==> config.mk <==
export PLATFORM = sky130hd
export DESIGN_NAME = andor_settle_timer
export DESIGN_NICKNAME = d
export VERILOG_FILES = /design/src/rtl/andor_settle_timer.sv
export SDC_FILE = /design/constraint.sdc
export NUM_CORES = 1
export LEC_CHECK = 0
export ABC_AREA = 1
export CORE_AREA = 2 2 39 41
export CTS_BUF_LIST = sky130_fd_sc_hd__clkbuf_8
export CTS_CLUSTER_DIAMETER = 50
export DETAILED_ROUTE_END_ITERATION = 8
export DIE_AREA = 0 0 41 43
export GPL_TIMING_DRIVEN = 0
export PLACE_DENSITY = 0.34
export SLEW_MARGIN = 20
export SYNTH_ARGS = -nofsm -noshare
export SYNTH_HDL_FRONTEND = slang
export SYNTH_SLANG_ARGS = --single-unit
==> constraint.sdc <==
create_clock -name clk -period 2.5 [get_ports clk]
set_input_delay 0.5 -clock clk [delete_from_list [all_inputs] [get_ports clk]]
set_output_delay 0.5 -clock clk [all_outputs]
set_load 0.05 [all_outputs]
==> src/rtl/andor_settle_timer.sv <==
// Loadable down-counter that holds at zero and flags it.
// Ports: clk, rst_n (sync, active-low), load/value, en (decrement), zero.
module andor_settle_timer #(
  parameter int W = 2
) (
  input  logic         clk,
  input  logic         rst_n,
  input  logic         load,
  input  logic         en,
  input  logic [W-1:0] value,
  output logic         zero
);

  logic [W-1:0] count;

  always_ff @(posedge clk) begin
    if (!rst_n) begin
      count <= '0;
    end else if (load) begin
      count <= value;
    end else if (en && count != '0) begin
      count <= count - 1'b1;
    end
  end

  assign zero = (count == '0);

endmodule

==> results.cfg <==
[status]
status = finished, final reports clean

[timing]
worst_clock_skew_ns = 0.00120
fin_crit_ns = 2.03
drv_slew = 0
final.setup.tns_ns = 0
timing_worst_slew_pin_value_ns = 0.486
layout_setup_ws_ns = 0.470
hold_viol_final = 0
max_freq_mhz = 493
setup_viol = 0
setup_repair_after_global_routing_missed_its_margin = false
timing.slew.headroom = 0.675
final.period_utilization = 0.812

[logic_synthesis]
netlist_instances = 24
synth_nets = 31
yosys.cell_types.count = 9
synth_area_per_cell_sq_um = 5.68
synth.cell_area_sq_um = 136
synth_xor_area_frac = 0
dominant_combinational_cell_family_by_area_after_synthesis = simple AND/OR/NAND/NOR gates
synth.area.mux_share = 0
synth_simple_gate_area_share = 0.413
synth-compound-area-share = 0.0367
synth_seq_cells = 2
synth-seq-area-share = 0.294
yosys_warns = 0
synth_fa_ha_area_frac = 0.0917

[cts]
clock_tree.root_cell = sky130_fd_sc_hd__clkbuf_8
clkSinkCount = 2
postCtsResizedCells = 0
depth_of_the_cts_h_tree = 1
cts_buffers = 3
clock_network_latency_to_the_later_pin_of_the_worst_skew_pair_ns = 0.22
cts_setup_buffers = 0
max-clock-path-buffers = 2
worst_setup_hold_path_clk_slew_ns = 0.03
tritoncts = yes
cts_hold_repair.buffers = 0

[drt]
detailed_router_iteration_count_before_antenna_repair = 2
vias = 160
ant_nets = 0
drcViolationCount = 0
routed_wire_length_per_instance_um = 6.63
drt_first_iter_violations = 1
detail_route.wirelength_um = 325
drt-vias-per-instance = 3.27

[cells_and_area]
area.growth.synth_to_final_pct = 89.0
fin_util = 0.186
register_with_the_most_flip_flops = count
largest_reg_flops = 2
ant_diodes = 0
finish.net_count = 42
fin_cells = 49
share_of_final_layout_standard_cells_stronger_than_drive_strength_1 = 0.152
reg_top3 = count x2

[floorplan]
rows = 14
core-area_sq_um = 1380
floorplan.initialDensity = 0.0986
die_w_um = 41
ios = 7
floorplan.die.height_um = 43
die_area_sq_um = 1760

[critical_path]
end_kind = output port
path_delay_family = buffers and inverters
critical_path.slowest_cell = sky130_fd_sc_hd__clkdlybuf4s50_1
category_of_the_critical_setup_timing_path = reg2out
crit_path_cell_trace = inv_1, ha_1, clkdlybuf4s50_1
worst-path-max-fanout = 3
worstPathRequired_ns = 2.00
worstSetupStartpointType = flop
critical_path_arrival_ns = 1.53
worstPathBufferInverterCount = 2
max_incr_delay_on_cp_ns = 0.80

[global_routing]
grtUsageTotal = 0.0531
grt_start_max_net_pins = 5
wire_length_of_the_first_global_routing_pass_um = 517
antenna_violations_before_repair = 0
first_global_vias = 146
grt.overflow.total = 0

[power_and_ir_drop]
sw_frac_of_total = 0.261
cellLeakagePower_nw = 0.132
internal_power_mw = 0.157
power_mw = 0.212
cellPowerDensity_nw_per_um2 = 823
share_seq_of_total_power = 0.176
pwr-share-comb = 0.197
clkPwrFrac = 0.627
power.net_switching_mw = 0.0553
peakVddDrop_uv = 200

[placed_design]
port_buffers = 6
dp_hpwl_um = 229
gp_congestion = 0.633
dp_cells = 46
post-place-ws_ns = 0.680

[min_path]
hp-class = reg2reg

[flow_run]
maxCapViolations = 0
==> layer usage <==
metal	GRT usage	share of wire
met1	0.0447	0.39
met5	0	0
met2	0.0656	0.50
met4	0.100	0.043
met3	0.0157	0.062
==> worst paths after layout <==
check                           depth (start not counted)  slack, ns                   from               endpoint
worst max-delay path                                    3       0.47  count[0]$_SDFFE_PN0P_                   zero
worst min-delay path                                    2       0.53  count[0]$_SDFFE_PN0P_  count[0]$_SDFFE_PN0P_
worst max register to register                          8       1.44  count[0]$_SDFFE_PN0P_  count[0]$_SDFFE_PN0P_
worst min register to register                          2       0.53  count[0]$_SDFFE_PN0P_  count[0]$_SDFFE_PN0P_
==> layout make-up <==
cell class | instances | area, sq um
clock buffer | 3 | 41.3
fill | 161 | 1130
inverter | 6 | 22.5
multi-input combinational | 16 | 73.8
sequential | 2 | 40.0
tap | 16 | 20.0
timing repair buffer | 6 | 60.1
==> cell usage in the layout (no fill, tap or decap) <==
master | synthesis | final
sky130_fd_sc_hd__nand3_1 | 1 | 1
sky130_fd_sc_hd__dfxtp_1 | 2 | 2
sky130_fd_sc_hd__ha_1 | 1 | 1
sky130_fd_sc_hd__nand2_1 | 9 | 9
sky130_fd_sc_hd__nor2_2 | 1 | 1
sky130_fd_sc_hd__o21ai_0 | 1 | 1
sky130_fd_sc_hd__inv_1 | 5 | 5
sky130_fd_sc_hd__inv_2 | 1 | 1
sky130_fd_sc_hd__nor2_1 | 3 | 3
sky130_fd_sc_hd__clkbuf_8 | 0 | 3
sky130_fd_sc_hd__clkdlybuf4s50_1 | 0 | 6
==> power by group through the flow <==
stage / Sequential [mW] / Combinational [mW] / Clock (mW)
finish: 0.0373 / 0.0418 / 0.133
global route: 0.0379 / 0.0462 / 0.142
CTS: 0.0374 / 0.0425 / 0.138
detailed placement: 0.0380 / 0.0422 / 0
global placement: 0.0379 / 0.0426 / 0
floorplan: 0.0373 / 0.0277 / 0
==> cells in the mapped netlist (all sizes together) <==
library cell  number  area [sq um]
dfxtp              2          40.0
ha                 1          12.5
inv                6          22.5
nand2              9          33.8
nand3              1          5.00
nor2               4          17.5
o21ai              1          5.00
==> stage by stage <==
stage	area, sq um	hold WS (ns)
after floorplan	136	0.486
after global placement	216	0.536
after detailed placement	216	0.539
after CTS	258	0.544
after global routing	258	0.579
final	258	0.531
==> worst register-to-register path: cells and delay by family, from the launching register on <==
kind | cells | cell delay, ns
flip-flops | 1 | 0.34
buffers and inverters | 2 | 0.10
adder cells (fa/ha/maj) | 1 | 0.20
AND/OR/NAND/NOR | 5 | 0.30
==> logic make-up after synthesis <==
kind of cell | Yosys count
fa+ha+maj | 1
flops | 2
compound gates | 1
simple gates | 14
buf+inv | 6
Power figures use the tool's default switching activity.
